===== config.mk =====
export PLATFORM = sky130hd
export DESIGN_NAME = chip8_vram_arbiter
export DESIGN_NICKNAME = d
export VERILOG_FILES = /design/src/rtl/chip8_vram_arbiter.sv
export SDC_FILE = /design/constraint.sdc
export NUM_CORES = 1
export LEC_CHECK = 0
export CAP_MARGIN = 20
export CORE_UTILIZATION = 24
export CTS_BUF_LIST = sky130_fd_sc_hd__clkbuf_8
export DETAILED_ROUTE_END_ITERATION = 7
export PLACE_DENSITY_LB_ADDON = 0.15
export SLEW_MARGIN = 10
export SYNTH_ARGS = -nofsm -noshare
export SYNTH_HDL_FRONTEND = slang
export SYNTH_SLANG_ARGS = --single-unit

===== constraint.sdc =====
create_clock -name clk_in -period 1.82 [get_ports clk_in]
set_input_delay 0.273 -clock clk_in [delete_from_list [all_inputs] [get_ports clk_in]]
set_output_delay 0.273 -clock clk_in [all_outputs]
set_load 0.02 [all_outputs]

===== src/rtl/chip8_vram_arbiter.sv =====
// -----------------------------------------------------------------------------
// chip8_vram_arbiter
//
// Two-requester arbiter in front of a single-port VRAM block RAM for a CHIP-8
// display (64x32 pixels, 8 bytes per row). Requester A is the sprite/clear
// engine and requester B is the buffer copy/scan-out path.
//
// Arbitration is round-robin between A and B. A requester can ask for an
// atomic grant (x_lock_in) so that a read-modify-write sequence is not
// interleaved with the other requester. Reads are fully pipelined. A shift
// register READ_LATENCY deep tracks which port issued each read, so the
// returning BRAM data is routed back to that port.
//
// Parameters
//   ADDR_WIDTH   : VRAM byte address width
//   DATA_WIDTH   : VRAM word width
//   READ_LATENCY : cycles from an accepted read to BRAM data valid (1..4)
//
// Ports
//   clk_in, rst_n_in          : clock, asynchronous active-low reset
//   a_valid_in / a_ready_out  : requester A handshake
//   a_we_in, a_lock_in        : A write select, A atomic-grant request
//   a_addr_in, a_data_in      : A address, A write data
//   a_rvalid_out, a_rdata_out : A read return (data forced to 0 when idle)
//   b_*                       : same set of signals for requester B
//   mem_en_out, mem_we_out    : BRAM enable / write enable
//   mem_addr_out, mem_data_out: BRAM address / write data
//   mem_data_in               : BRAM read data, READ_LATENCY cycles after read
// -----------------------------------------------------------------------------
module chip8_vram_arbiter #(
    parameter int ADDR_WIDTH   = 8,
    parameter int DATA_WIDTH   = 8,
    parameter int READ_LATENCY = 2
) (
    input  logic                  clk_in,
    input  logic                  rst_n_in,
    input  logic                  a_valid_in,
    output logic                  a_ready_out,
    input  logic                  a_we_in,
    input  logic                  a_lock_in,
    input  logic [ADDR_WIDTH-1:0] a_addr_in,
    input  logic [DATA_WIDTH-1:0] a_data_in,
    output logic                  a_rvalid_out,
    output logic [DATA_WIDTH-1:0] a_rdata_out,
    input  logic                  b_valid_in,
    output logic                  b_ready_out,
    input  logic                  b_we_in,
    input  logic                  b_lock_in,
    input  logic [ADDR_WIDTH-1:0] b_addr_in,
    input  logic [DATA_WIDTH-1:0] b_data_in,
    output logic                  b_rvalid_out,
    output logic [DATA_WIDTH-1:0] b_rdata_out,
    output logic                  mem_en_out,
    output logic                  mem_we_out,
    output logic [ADDR_WIDTH-1:0] mem_addr_out,
    output logic [DATA_WIDTH-1:0] mem_data_out,
    input  logic [DATA_WIDTH-1:0] mem_data_in
);

    typedef enum logic [1:0] {
        ST_OPEN   = 2'd0,
        ST_LOCK_A = 2'd1,
        ST_LOCK_B = 2'd2
    } state_t;

    state_t                  r_state;
    logic                    r_last_grant_b;   // 1: B won the last open handshake
    logic [READ_LATENCY-1:0] r_pipe_vld;       // read in flight at each stage
    logic [READ_LATENCY-1:0] r_pipe_own_b;     // 1: that read belongs to B

    logic w_grant_a;
    logic w_grant_b;
    logic w_hs_a;
    logic w_hs_b;
    logic w_issue_rd;

    // Grant selection. Ready only goes high for a requester that is valid, so
    // ready doubles as the handshake indication.
    always_comb begin
        w_grant_a = 1'b0;
        w_grant_b = 1'b0;
        case (r_state)
            ST_OPEN: begin
                if (a_valid_in && b_valid_in) begin
                    // Tie: the requester that did not win last time goes first.
                    w_grant_a = r_last_grant_b;
                    w_grant_b = ~r_last_grant_b;
                end else begin
                    w_grant_a = a_valid_in;
                    w_grant_b = b_valid_in;
                end
            end
            ST_LOCK_A: w_grant_a = a_valid_in;
            ST_LOCK_B: w_grant_b = b_valid_in;
            default: begin
                w_grant_a = 1'b0;
                w_grant_b = 1'b0;
            end
        endcase
    end

    // The reset term keeps every request blocked while reset is held, even if
    // a requester keeps valid asserted through reset.
    assign w_hs_a      = w_grant_a & rst_n_in;
    assign w_hs_b      = w_grant_b & rst_n_in;
    assign a_ready_out = w_hs_a;
    assign b_ready_out = w_hs_b;

    assign mem_en_out   = w_hs_a | w_hs_b;
    assign mem_we_out   = w_hs_a ? a_we_in   : (w_hs_b ? b_we_in   : 1'b0);
    assign mem_addr_out = w_hs_a ? a_addr_in : (w_hs_b ? b_addr_in : '0);
    assign mem_data_out = w_hs_a ? a_data_in : (w_hs_b ? b_data_in : '0);
    assign w_issue_rd   = mem_en_out & ~mem_we_out;

    // Arbitration state and last-grant memory.
    always_ff @(posedge clk_in or negedge rst_n_in) begin
        if (!rst_n_in) begin
            r_state        <= ST_OPEN;
            r_last_grant_b <= 1'b1;          // A wins the first tie after reset
        end else begin
            case (r_state)
                ST_OPEN: begin
                    if (w_hs_a) begin
                        r_last_grant_b <= 1'b0;
                        if (a_lock_in) r_state <= ST_LOCK_A;
                    end else if (w_hs_b) begin
                        r_last_grant_b <= 1'b1;
                        if (b_lock_in) r_state <= ST_LOCK_B;
                    end
                end
                // A dropped lock releases the bus even without a request; a
                // handshake in that same cycle has already been served above.
                ST_LOCK_A: if (!a_lock_in) r_state <= ST_OPEN;
                ST_LOCK_B: if (!b_lock_in) r_state <= ST_OPEN;
                default:   r_state <= ST_OPEN;
            endcase
        end
    end

    // Read return pipeline. Stage 0 is loaded at the edge that accepts the
    // read, so the last stage is valid exactly READ_LATENCY cycles after the
    // handshake, which is when the BRAM data arrives.
    always_ff @(posedge clk_in or negedge rst_n_in) begin
        if (!rst_n_in) begin
            r_pipe_vld   <= '0;
            r_pipe_own_b <= '0;
        end else begin
            for (int i = READ_LATENCY - 1; i > 0; i--) begin
                r_pipe_vld[i]   <= r_pipe_vld[i-1];
                r_pipe_own_b[i] <= r_pipe_own_b[i-1];
            end
            r_pipe_vld[0]   <= w_issue_rd;
            r_pipe_own_b[0] <= w_hs_b;
        end
    end

    assign a_rvalid_out = r_pipe_vld[READ_LATENCY-1] & ~r_pipe_own_b[READ_LATENCY-1];
    assign b_rvalid_out = r_pipe_vld[READ_LATENCY-1] &  r_pipe_own_b[READ_LATENCY-1];
    assign a_rdata_out  = a_rvalid_out ? mem_data_in : '0;
    assign b_rdata_out  = b_rvalid_out ? mem_data_in : '0;

endmodule


==> flow_summary.ini, run 1 <==
[run_status]
status = finished, violations left
violations = negative setup slack

[worst_setup_path]
cp-end-kind = output pin
worstSetupStartpointType = flip-flop
required_ps = 1550
cp_max_fo = 5
worstPathArrival_ps = 1690
critPathKind = flip-flop to output pin

[timing]
fmax_mhz = 509
setup_viol = 17
slew_violations = 0
fin_crit_sh_pct = 108
whs_ps = 62.4
hold_viol_final = 0
skew_ps = 3.24
setup_ws_ps = -143
fin_crit_ps = 1960
rsz0062_at_grt = true
slew_headroom_pct = 82.6
tightest_slew_ps = 261

[final_layout]
antenna_cells = 0
instances_no_fill = 197
drive_gt1_share_pct = 30.2
multi_input_area_um2 = 395
area.growth.synth_to_final_pct = 185
register_area_um2 = 178
fill_cells = 161
finalNetCount = 218

[floorplanning]
die_area_um2 = 2710
start_util_pct = 26.4
num_rows = 17
die_h_um = 52.0
io-pin-count = 86
die_x_um = 52.0
core_um2 = 2280

[synthesis]
yosys_warnings = 0
synthTopCellsByCount = a22o_1 (16), and2_1 (9), and3_1 (9)
synth_ff_type = dfrtp_1
avgSynthCellArea_um2 = 9.53
synth_top_area_cell = dfrtp_1
postSynth.asyncResetShare_pct = 100
ys_ff_latch = 7
synth.top_cell.area_share_pct = 25.0
yosysMostFrequentCell = a22o_1
syn_nets = 111
netlist_area_um2 = 601
synth_area_leaders = dfrtp_1 (25%), a22o_1 (23%), and2_1 (9.4%), and3_1 (9.4%), dfstp_2 (4.4%)
synth_cells = 63
yosysSeqAreaShare_pct = 29.4
synth.distinct_cells = 22
synth_edf_count = 0

[drt]
antenna_left = 0
firstDrtPassIters = 4
route.detailed.drc = 0
wl_met1_mm = 1.10
wl_met2_mm = 1.49
drt-total-wl_mm = 2.78
vias = 948
drtIter0Drc = 12
wl_met3_um = 165
wl_per_cell_um = 14.1
top_layer_used = met4
avgViaCountPerCell = 4.81

[clocking]
htreeDepth = 1
clockBufferDepth = 2
cts_tree = built
clk_pin_slew_ps = 40
clockRootBuffer = clkbuf_8
clk_latency_ps = 230
cts_buffers = 3
clkSinkCount = 7

[power]
power_density_nw_per_um2 = 619
p_leak_nw = 0.875
peakVddDrop_uv = 496

[grt]
overflow = 0
grt_pass1_wl_mm = 4.08
grt_max_degree = 21
grt_usage_pct = 21.3
antenna_found_initial = 0
grt_pass1_vias = 872

[placement]
routabilityCongestion = 0.760
dpl.hpwl_mm = 2.04
portBuffers = 85
dpl.cell_count = 188

[worst_hold_path]
hold_path_class = input port to asynchronous set/reset pin

[run]
max_cap_viol_count = 0
layer usage:
layer	global-route usage [%]	up-vias
li1	-	457
met1	23.4	443
met2	38.2	43
met3	7.60	5
met4	5.41	0
met5	0	-
cell usage in the layout (no fill, tap or decap):
cell / instances
clkdlybuf4s50_1: 53
buf_6: 21
buf_4: 19
a22o_1: 16
and2_1: 9
dlygate4sd2_1: 9
and3_1: 8
dfrtp_1: 5
inv_1: 3
clkbuf_8: 3
dlymetal6s2s_1: 3
nor2b_1: 2
nand4_1: 2
o211a_1: 2
nor3b_4: 1
nor4bb_4: 1
nand3b_1: 1
and3_4: 1
or2_1: 1
o21ai_1: 1
o221a_2: 1
nor3b_1: 1
a21oi_1: 1
a31oi_1: 1
buf_2: 1
buf_12: 1
dfstp_2: 1
dfrtp_2: 1
final timing paths:
kind,from,cells past startpoint,to,slack (ps)
max,r_last_grant_b,6,mem_addr_out[7],-140
max in group asynchronous,rst_n_in,2,r_last_grant_b,1550
min,rst_n_in,2,r_pipe_vld[0],60
min in group clk_in,r_pipe_own_b[0],0,r_pipe_own_b[1],350
min reg2reg,r_pipe_own_b[0],0,r_pipe_own_b[1],350
max reg2reg,r_state[0],6,r_state[0],290
sequential cells by signal, indices dropped and copies added (netlist names):
register and flops:
r_pipe_vld 2, r_state 2, r_pipe_own_b 2, r_last_grant_b 1
report_power, final:
group          total, mW  internal [mW]  leakage (nW)  switching [mW]
clock network      0.218          0.146        0.0269          0.0714
registers          0.210          0.188        0.0882          0.0224
logic              0.631          0.367         0.760           0.264
repair_timing:
action                                  4_1_cts  5_1_grt
endpoints found under the setup margin       28       22
pin swaps                                    18        4
setup buffers                                 2        2
hold buffers                                  0        0
gates cloned                                  2        0
resized for setup                           129       10
cell families after synthesis:
logic type / after synthesis / synth area share (%)
AOI/OAI and AO/OA: 22 / 31.2
and+or+nand+nor: 27 / 32.7
DFF: 7 / 29.4
buffers and inverters: 7 / 6.67
metrics by stage:
step                worst slack (ps)  power (mW)  util, %  instance area, um2  TNS [ps]
detailed placement              -634       0.791     70.0                1590    -11900
floorplan                        171       0.447        -                 601         0
global route                    -223        1.12     75.2                1710     -3410
global placement                -573       0.779     70.0                1590    -10830
finish                          -143        1.06     75.2                1710     -2050
CTS                             -211        1.04     73.8                1680     -3010
worst max-delay path, cell delays in order (launching register included):
cell and delay (ps):
dfstp_2 560, nor3b_4 70, nor4bb_4 250, buf_4 180
buf_4 140, a22o_1 150, buf_6 120
final cells by class:
class	count	share of cell area, %
Inverter	2	0.439
Timing Repair Buffer	107	61.4
Tap cell	28	2.05
Clock buffer	3	2.41
Clock inverter	1	0.219
Sequential cell	7	10.4
Multi-Input combinational cell	49	23.1
Note: power is estimated with default switching activity, not from simulation.
==> run 2, diff against run 1 <==
Settings changed: CORE_ASPECT_RATIO set to 1.4, MAX_ROUTING_LAYER set to met4.
==> run 2 against run 1 <==
Against the previous run: the run still ends with negative setup slack left; maximum frequency is 2.8% lower; register-to-register slack worse by 70 ps; via count is 0.95% higher; critical path type unchanged; largest cell class unchanged; worst setup slack worse by 57 ps; count of clock-buffer cells in the layout stayed put.
==> flow_summary.ini, run 2 (synthesized netlist as in run 1, its figures left out) <==
[run_status]
status = finished, violations left
violations = negative setup slack

[floorplanning]
die_x_um = 44.3
num_rows = 21
io-pin-count = 86
start_util_pct = 25.1
die_h_um = 61.2
core_um2 = 2390
die_area_um2 = 2710

[final_layout]
drive_gt1_share_pct = 30.8
top_regs = r_pipe_own_b (2), r_pipe_vld (2), r_state (2)
stdcell_area_um2 = 1720
antenna_cells = 0
final_cell_mix = clkdlybuf4s50_1 (55), buf_4 (22), buf_6 (21)
area.growth.synth_to_final_pct = 186
final_common_cell = clkdlybuf4s50_1
finalNetCount = 221
instances_no_fill = 206
fill_cells = 182

[timing]
rsz0062_at_grt = true
slew_headroom_pct = 74.9
skew_ps = 4.37
tightest_slew_ps = 375
fin_crit_ps = 2020
setup_viol = 19
fmax_mhz = 495
fin_crit_sh_pct = 111
slew_violations = 0
setup_ws_ps = -200
setup_tns_ps = -2960
whs_ps = 345
hold_viol_final = 0

[worst_setup_path]
required_ps = 1550
worstRegToRegCells = 5
startpoint = r_last_grant_b
cp-end-kind = output pin
critPathKind = flip-flop to output pin
timing.rr.end = r_pipe_vld[0]
worstSetupStartpointType = flip-flop
worstPathArrival_ps = 1750
cp_max_fo = 5
worstReg2RegStart = r_last_grant_b
worst-r2r-setup-slack_ps = 220

[clocking]
hold_buffers = 0
cts_tree = built
clk_latency_ps = 230
cts_buffers = 3
clockRootBuffer = clkbuf_8
htreeDepth = 1
clkSinkCount = 7
clockBufferDepth = 2
clk_pin_slew_ps = 40

[worst_hold_path]
holdPathStages = 0
min_to = r_pipe_vld[1]
hold_path_class = flip-flop to flip-flop
hp-start = r_pipe_vld[0]

[placement]
dpl.hpwl_mm = 2.01
placed_area_um2 = 1600
routabilityCongestion = 0.846
dpl.cell_count = 196
portBuffers = 85

[power]
power_density_nw_per_um2 = 608
finalPower_mw = 1.04
p_leak_nw = 0.842
peakVddDrop_uv = 500

[drt]
avgViaCountPerCell = 4.65
antenna_left = 0
route.detailed.drc = 0
drt-total-wl_mm = 2.49
firstDrtPassIters = 4
vias = 957
wl_per_cell_um = 12.1
drtIter0Drc = 17

[run]
max_cap_viol_count = 0

[grt]
grt_usage_pct = 20.0
overflow = 0
antenna_found_initial = 0
grt_pass1_wl_mm = 3.99
grt_max_degree = 10
grt_pass1_vias = 963
-- run 2: changes by cell type in the layout (fill, tap and decap cells not counted), sizes merged --
cell | before | now
dlygate4sd2 | 9 | 10
clkdlybuf4s50 | 53 | 55
buf | 42 | 45
dlymetal6s2s | 3 | 0
-- run 2: area by class of cell --
cell class,instances,area [um2],area share (%)
clock inverters,1,3.75,0.219
clock buffers,3,41.3,2.41
flip-flops and latches,7,176,10.3
multi-input cells,49,395,23.0
well taps,34,42.5,2.48
inverters,2,7.51,0.437
repair buffers,110,1050,61.2
-- run 2: per-layer routing --
layer	up-vias	part of all wire (%)	track usage, %
li1	464	-	-
met2	69	55	37.8
met5	-	0	-
met3	4	10	4.40
met1	420	33	19.4
met4	0	1.6	7.79
-- run 2: repair_timing --
action                                  4_1_cts  5_1_grt
cloned                                        2        0
pin swaps                                    17        6
gates resized for setup                     129        6
buffers inserted                              1        3
endpoints found under the setup margin       28       18
-- run 2: worst max-delay path: stages (launching register included) --
cell      delay, ps
dfstp_2         560
nor3b_4          60
nor4bb_4        400
buf_4           210
a22o_1          160
buf_6           120
-- run 2: where the power goes --
part	internal, mW	switching [mW]	total, mW
Combinational	0.366	0.257	0.623
Sequential	0.187	0.0219	0.209
Clock	0.146	0.0653	0.211
Total	0.699	0.344	1.04
-- run 2: stage by stage --
step | setup WS [ps] | util, %
2_1_floorplan | 171 | -
3_3_place_gp | -562 | 67.1
3_5_place_dp | -620 | 67.1
4_1_cts | -213 | 70.1
6_report | -200 | 71.8
5_1_grt | -274 | 71.8
-- run 2: how the worst max path moves through the flow --
| stage | end | depth (start not counted) |
|---|---|---|
| floorplan | mem_addr_out[6] | 4 |
| global placement | mem_addr_out[7] | 6 |
| detailed placement | mem_data_out[6] | 6 |
| CTS | mem_data_out[2] | 5 |
| global route | mem_data_out[2] | 5 |
| finish | mem_data_out[2] | 5 |
